$ cat src/rtl/iob_unpack_sched.sv
// Round-robin scheduler time-sharing one iob_unpack among N_CH channels.
// Latches the winner's config at grant, flushes the unpacker, muxes handshakes and counts words.
module iob_unpack_sched #(
   parameter int N_CH   = 4,
   parameter int DATA_W = 21,
   parameter int LEN_W  = 8,
   localparam int WW    = $clog2(DATA_W) + 1,
   localparam int CW    = $clog2(N_CH)
) (
   input  logic                     clk_i,
   input  logic                     cke_i,
   input  logic                     arst_n_i,
   input  logic [N_CH-1:0]          req_i,
   input  logic [N_CH*WW-1:0]       width_i,
   input  logic [N_CH-1:0]          wrap_i,
   input  logic [N_CH*LEN_W-1:0]    len_i,
   output logic [N_CH-1:0]          gnt_o,
   output logic [N_CH-1:0]          done_o,
   output logic [N_CH-1:0]          err_o,
   input  logic [N_CH-1:0]          ch_rready_i,
   output logic [N_CH-1:0]          ch_read_o,
   input  logic [N_CH*DATA_W-1:0]   ch_rdata_i,
   input  logic [N_CH-1:0]          ch_wready_i,
   output logic [N_CH-1:0]          ch_write_o,
   output logic [DATA_W-1:0]        ch_wdata_o,
   output logic                     unp_rst_o,
   output logic                     unp_wrap_o,
   output logic [WW-1:0]            unp_width_o,
   output logic                     unp_rready_o,
   output logic [DATA_W-1:0]        unp_rdata_o,
   input  logic                     unp_read_i,
   output logic                     unp_wready_o,
   input  logic                     unp_write_i,
   input  logic [DATA_W-1:0]        unp_wdata_i
);

   typedef enum logic [1:0] {IDLE, FLUSH, RUN, DONE} state_t;

   state_t            state, state_nx;
   logic [CW-1:0]     ch, last, win;
   logic              win_vld, win_legal;
   logic [WW-1:0]     win_width;
   logic [WW-1:0]     width;
   logic              wrap;
   logic [LEN_W-1:0]  len, cnt;
   logic [N_CH-1:0]   err, onehot;
   logic              run;

   // Search order starts just after the last served channel, wrapping around.
   always_comb begin
      win     = '0;
      win_vld = 1'b0;
      for (int unsigned k = 1; k <= N_CH; k++) begin
         if (!win_vld && req_i[CW'((32'(last) + k) % N_CH)]) begin
            win_vld = 1'b1;
            win     = CW'((32'(last) + k) % N_CH);
         end
      end
   end

   assign win_width = width_i[32'(win)*WW +: WW];
   assign win_legal = (win_width != '0) && (win_width <= WW'(DATA_W));

   always_comb begin
      state_nx = state;
      case (state)
         IDLE:    if (win_vld && win_legal) state_nx = FLUSH;
         FLUSH:   state_nx = (len == '0) ? DONE : RUN;
         RUN:     if (unp_write_i && (cnt == len - 1'b1)) state_nx = DONE;
         DONE:    state_nx = IDLE;
         default: state_nx = IDLE;
      endcase
   end

   always_ff @(posedge clk_i or negedge arst_n_i) begin
      if (!arst_n_i) begin
         state <= IDLE;
         ch    <= '0;
         last  <= CW'(N_CH - 1);
         width <= '0;
         wrap  <= 1'b0;
         len   <= '0;
         cnt   <= '0;
         err   <= '0;
      end else if (cke_i) begin
         state <= state_nx;
         err   <= '0;
         case (state)
            IDLE: begin
               if (win_vld) begin
                  if (win_legal) begin
                     ch    <= win;
                     width <= win_width;
                     wrap  <= wrap_i[win];
                     len   <= len_i[32'(win)*LEN_W +: LEN_W];
                     cnt   <= '0;
                  end else begin
                     // rejected request still advances round-robin so others are not starved
                     err[win] <= 1'b1;
                     last     <= win;
                  end
               end
            end
            RUN:     if (unp_write_i) cnt <= cnt + 1'b1;
            DONE:    last <= ch;
            default: ;
         endcase
      end
   end

   assign onehot = N_CH'(1) << ch;
   assign run    = (state == RUN);

   assign gnt_o        = (state != IDLE) ? onehot : '0;
   assign done_o       = (state == DONE) ? onehot : '0;
   assign err_o        = err;
   assign unp_rst_o    = !run;
   assign unp_wrap_o   = wrap;
   assign unp_width_o  = width;
   assign unp_rready_o = run && ch_rready_i[ch];
   assign unp_wready_o = run && ch_wready_i[ch];
   assign unp_rdata_o  = ch_rdata_i[32'(ch)*DATA_W +: DATA_W];
   assign ch_read_o    = (run && unp_read_i)  ? onehot : '0;
   assign ch_write_o   = (run && unp_write_i) ? onehot : '0;
   assign ch_wdata_o   = unp_wdata_i;

endmodule
$ cat config.mk
export PLATFORM = sky130hd
export DESIGN_NAME = iob_unpack_sched
export DESIGN_NICKNAME = d
export VERILOG_FILES = /design/src/rtl/iob_unpack_sched.sv
export SDC_FILE = /design/constraint.sdc
export NUM_CORES = 1
export LEC_CHECK = 0
export BUFFER_PORTS_ARGS = -buffer_cell sky130_fd_sc_hd__buf_2
export CAP_MARGIN = 15
export CORE_AREA = 2 2 99 101
export CTS_CLUSTER_DIAMETER = 50
export DETAILED_ROUTE_END_ITERATION = 8
export DIE_AREA = 0 0 101 103
export PLACE_DENSITY = 0.76
export REMOVE_ABC_BUFFERS = 1
export SLEW_MARGIN = 20
export SYNTH_ARGS = -nofsm -noshare
export SYNTH_HDL_FRONTEND = slang
export SYNTH_SLANG_ARGS = --single-unit
$ cat constraint.sdc
create_clock -name clk_i -period 3.4 [get_ports clk_i]
set_clock_uncertainty 0.05 [all_clocks]
set_input_delay 0.34 -clock clk_i [delete_from_list [all_inputs] [get_ports clk_i]]
set_output_delay 0.34 -clock clk_i [all_outputs]
set_load 0.01 [all_outputs]
==> results of run 1 <==
## routing by layer
layer  GRT usage (%)  part of all wire (%)
met2            34.8                    48
met5               0                     0
met3            5.90                   8.2
met1            24.1                    43
met4            3.33                  0.65
## logic make-up (layout without fill, tap and decap cells)
group | count (synthesis) | after routing | synth area share (%)
simple gates | 147 | 148 | 21.1
buf+inv | 59 | 245 | 9.72
mux | 55 | 55 | 26.7
compound gates | 53 | 53 | 10.9
flops | 33 | 33 | 24.7
xor+xnor | 16 | 16 | 4.19
fa+ha+maj | 7 | 7 | 2.62
## metrics by stage
step	cell area [um2]	util, %	std cells
after floorplan	3070	-	325
after global placement	4380	46.3	662
after detailed placement	4380	46.3	662
after CTS	4460	47.2	670
after global routing	4510	47.7	671
final	4510	47.7	671
## Yosys cell counts, types with 7 or more instances
master    number
and3_1        14
nor2_1        20
mux2i_1       11
mux2_2        13
inv_1         14
mux2_4         8
ha_1           7
o21ai_0        9
xnor2_1       10
nand2_1       61
nor3_1        11
mux4_2        23
clkbuf_1      14
a31oi_1       10
dfrtp_1       31
a21oi_1        9
nand3_1       15
buf_4         21
## area by class of cell
cell class | instances | share of cell area (%)
Clock buffer | 8 | 1.77
Multi-Input combinational cell | 279 | 49.9
Timing Repair Buffer | 223 | 25.7
Tap cell | 114 | 3.16
Inverter | 14 | 1.16
Sequential cell | 33 | 18.4
## flip-flops by register name, indices dropped and copies added, names as in the netlist
register / flops
ch: 2
unp_width_o: 6
len: 8
err_o: 4
state: 2
last: 2
unp_wrap_o: 1
cnt: 8
## path summary, 6_finish.rpt
path / start / end / slack, ns / depth (start not counted)
worst max register to register: last[0] / len[6] / 0.15 / 10
worst max-delay path: last[0] / len[6] / 0.15 / 10
max in group asynchronous: arst_n_i / ch[0] / 2.71 / 1
worst min-delay path: arst_n_i / len[4] / 0.05 / 1
worst min register to register: unp_width_o[5] / unp_width_o[5] / 0.46 / 1
min in group clk_i: cke_i / err_o[0] / 0.32 / 2
## repair_timing
| item | 4_1_cts | 5_1_grt |
|---|---|---|
| endpoints found under the setup margin | 0 | 22 |
| hold buffers | 0 | 0 |
| gates resized for setup | 0 | 9 |
## where the power goes
part	internal, W	total [W]	leakage [nW]	switching [W]
clock network	0.000145	0.000283	0.0395	0.000137
logic	0.00114	0.00227	1.78	0.00113
registers	0.000565	0.000842	0.413	0.000277
total	0.00185	0.00339	2.24	0.00154
==> flow_summary.ini, run 1 <==
[flow_run]
maxCapViolCount = 0

[clock_tree]
post_cts_buffers = 0
clockBufferDepth = 2
numCtsBuffers = 5
cts_htree_levels = 2
tritoncts = yes
root_buffer = clkbuf_8
insertion_delay_ns = 0.28
clk_pin_slew_ns = 0.07
clock-sinks = 33

[floorplan]
dieArea_um2 = 10400
core_um2 = 9460
die_y_um = 103
die_w_um = 101
fp-row-count = 36
start_util_pct = 35.4
ioPinCount = 254

[yosys]
syn-cell-area_um2 = 3350
synth_seq_cells = 33
synth_top_area_share_pct = 23.2
synth_area_leaders = dfrtp_1 (23%), mux4_2 (15%), nand2_1 (6.8%), buf_4 (4.7%), mux2_2 (4.4%)
ys.flop_type = dfrtp_1
avgSynthCellArea_um2 = 9.05
syn_inst = 370
ys_seq_area_share_pct = 24.7
synth_top_cell_by_area = dfrtp_1
ys_warn_count = 0
yosysUniqueCellTypes = 54
synth_edf_count = 0
async_flop_share_pct = 100

[critical_path]
crit_chain = nand2b_1 > nor2_1 > or3_4 > a211oi_4 > nor2_1 > or4_1 > o21a_1 > and3_2 > buf_12 > mux2_4
crit_type = flip-flop to flip-flop
critical-path-top-delay-family = simple AND/OR/NAND/NOR gates
crit_top_cell = nor2_1
arrival_ns = 3.36
path_max_fanout = 15
crit_buf_inv = 1
critPathSlowestCell = dfstp_2
start_kind = flip-flop
slowest_delay_ns = 0.58
cp-end-kind = flip-flop
required_ns = 3.52

[sta]
drv_slew = 0
setup_tns_ns = 0
setup_violations = 0
layout_min_cycle_time_ns = 3.25
fmax_mhz = 308
finalHoldViolCount = 0
fin_crit_sh_pct = 95.5
tightest_slew_ns = 0.736
relSlewSlack_pct = 50.9
postLayoutSetupSlackWorst_ns = 0.153
worst_hold_slack_ns = 0.0543
rsz0062_at_grt = no

[layout]
regArea_um2 = 830
num_antenna_cells = 0
final_common_cell = buf_2
drive_gt1_share_pct = 52.2
syn2layout_area_growth_pct = 34.9
final_cell_mix = buf_2 (211), nand2_1 (61), dfrtp_1 (30), mux4_2 (23), nor2_1 (19)
multiInputGateArea_um2 = 2250
finalNetCount = 745
n_fill_cell = 901

[placement]
globalplace.congestion = 0.871
pre_cts_ws_ns = 0.0538
portBuffers = 211
hpwl_mm = 8.93

[grt]
gr-total-overflow = 0
grt_pass1_vias = 3367
grt.total_usage_pct = 19.7
grt_max_degree = 34
grt_pass1_wl_mm = 16.1
grt_antenna_before_repair = 0

[power_and_ir_drop]
ir_worst_vdd_mv = 0.458
leakage_nw = 2.24
p_per_area_nw_per_um2 = 752
fin_total_pwr_w = 0.00339

[drt]
wl_per_cell_um = 16.2
drt_first_iter_violations = 125
vias_per_cell = 5.32
dr_total_vias = 3569
drt-pass1-iter-count = 4
wirelength_mm = 10.9
ant_nets = 0
drcViolationCount = 0

[min_path]
hold_class = input port to async pin

[run_status]
status = complete, no violations
Note: power is estimated with default switching activity, not from simulation.
==> run 2, diff against run 1 <==
CORE_AREA = not set   (was 2 2 99 101)
CORE_ASPECT_RATIO = 0.75   (was not set)
CORE_MARGIN = 1   (was not set)
CORE_UTILIZATION = 37   (was not set)
DIE_AREA = not set   (was 0 0 101 103)
MAX_ROUTING_LAYER = met4   (was not set)
PLACE_DENSITY = 0.78   (was 0.76)
==> run 2 against run 1 <==
  * The flow now finishes with violations (design-rule violations)
  * Final cell count down 0.75%
  * Sequential share of layout area is 0.23 points lower
  * Die area fell by 9.3%
  * Critical endpoint is now len[4]
==> flow_summary.ini, run 2 (synthesis results as in run 1) <==
[power_and_ir_drop]
ir_worst_vdd_mv = 0.288
p_comb_share_pct = 63.9
p_int_w = 0.00200
p_sw_w = 0.00163
p_seq_share_pct = 23.4
leakage_nw = 2.27
switching_share_pct = 44.9
p_per_area_nw_per_um2 = 793
clkPwrFrac_pct = 12.7

[clock_tree]
cts_htree_levels = 2
clock-sinks = 33
numCtsBuffers = 5
tritoncts = yes
insertion_delay_ns = 0.28
cts_hold_buf = 0
root_buffer = clkbuf_16
clockBufferDepth = 2
clk_pin_slew_ns = 0.06

[sta]
relSlewSlack_pct = 50.8
layout_min_cycle_time_ns = 3.28
fin_crit_sh_pct = 96.5
tightest_slew_ns = 0.738
finalHoldViolCount = 0
fmax_mhz = 305
setup_violations = 0
setup_tns_ns = 0
drv_slew = 0

[floorplan]
fp-row-count = 29
ioPinCount = 254
die_y_um = 84.4
core_um2 = 8600
dieArea_um2 = 9430
die_w_um = 112
start_util_pct = 38.9

[run_status]
status = complete, but fails checks
violations = design-rule violations

[layout]
final_common_cell = buf_2
fin_area_um2 = 4570
multiInputGateArea_um2 = 2230
finalNetCount = 745
drive_gt1_share_pct = 52.4
regArea_um2 = 830
n_fill_cell = 768
final_cell_mix = buf_2 (212), nand2_1 (61), dfrtp_1 (30), mux4_2 (23), nor2_1 (19)
syn2layout_area_growth_pct = 36.6
stdcell_count = 666

[critical_path]
start_kind = flip-flop
crit_type = flip-flop to flip-flop
arrival_ns = 3.40
cp-end-kind = flip-flop
required_ns = 3.52
path_max_fanout = 17

[drt]
ant_nets = 0
wirelength_mm = 12.4
dr_total_vias = 3680
drt_first_iter_violations = 213
vias_per_cell = 5.53
drcViolationCount = 15
drt-pass1-iter-count = 7
wl_per_cell_um = 18.6

[flow_run]
maxCapViolCount = 0

[grt]
grt_pass1_vias = 3687
grt.total_usage_pct = 26.7
grt_pass1_wl_mm = 18.8
grt_antenna_before_repair = 1
gr-total-overflow = 0
grt_max_degree = 34

[placement]
portBuffers = 211
globalplace.congestion = 0.857
dp.cells = 655
hpwl_mm = 10.1
dpl_cell_area_um2 = 4370

[min_path]
hold_class = input port to async pin
==> run 2: changes by cell type in the layout (fill, tap and decap cells not counted), sizes merged <==
cell,previous run,this run
clkinv,0,2
or2,2,1
buf,223,224
clkbuf,8,6
diode,0,1
==> run 2: worst paths after layout <==
| path | slack (ns) | to | startpoint | depth (start not counted) |
|---|---|---|---|---|
| worst max register to register | 0.12 | len[4] | last[1] | 10 |
| max in group asynchronous | 2.70 | ch[0] | arst_n_i | 1 |
| worst min-delay path | 0.07 | cnt[4] | arst_n_i | 1 |
| worst min register to register | 0.46 | unp_wrap_o | unp_wrap_o | 1 |
| worst max-delay path | 0.12 | len[4] | last[1] | 10 |
| min in group clk_i | 0.30 | err_o[2] | cke_i | 2 |
==> run 2: worst max-delay path, cell delays in order, from the launching register on <==
cell and delay (ns):
dfstp_2 0.61, mux2i_4 0.27, o22ai_2 0.13, or2_4 0.32, a211oi_4 0.27, nor2_1 0.09, or4_1 0.55, o21a_1 0.22
and3_1 0.20, buf_12 0.16, mux2_4 0.29
==> run 2: what timing repair did <==
action,CTS,global route
resized for setup,0,7
buffers inserted,0,2
endpoints found under the setup margin,0,29
==> run 2: layout make-up <==
class / count / share of cell area [%]
antenna: 1 / 0.0547
clock buffer: 6 / 3.04
clock inverter: 2 / 0.301
inverter: 14 / 1.15
multi-input combinational: 278 / 48.9
sequential: 33 / 18.1
tap: 108 / 2.96
timing repair buffer: 224 / 25.5
==> run 2: stage by stage <==
stage	util, %	total power, W	hold slack (ns)	setup WS (ns)
after detailed placement	50.8	0.00311	0.416	0.0477
after CTS	52.6	0.00358	0.102	0.0344
after global placement	50.8	0.00302	0.375	0.152
after global routing	53.2	0.00389	0.136	-0.0470
final	53.2	0.00362	0.0715	0.119
after floorplan	-	0.00230	-0.00559	-0.567
==> run 2: layer usage <==
metal / global-route usage, % / part of all wire, % / wire [um] / vias to the layer above
met1: 29.3 / 38 / 4740 / 1767
met3: 7.80 / 8.6 / 1070 / 28
met2: 44.8 / 49 / 6090 / 193
li1: - / - / - / 1692
met5: - / 0 / 0 / -
met4: 12.0 / 4.0 / 497 / 0
==> run 2: power groups by stage <==
| stage | logic, W | registers, W | clock network [W] |
|---|---|---|---|
| floorplan | 0.00146 | 0.000841 | 0 |
| global placement | 0.00219 | 0.000837 | 0 |
| detailed placement | 0.00226 | 0.000849 | 0 |
| CTS | 0.00227 | 0.000847 | 0.000466 |
| global route | 0.00252 | 0.000885 | 0.000483 |
| finish | 0.00232 | 0.000849 | 0.000461 |
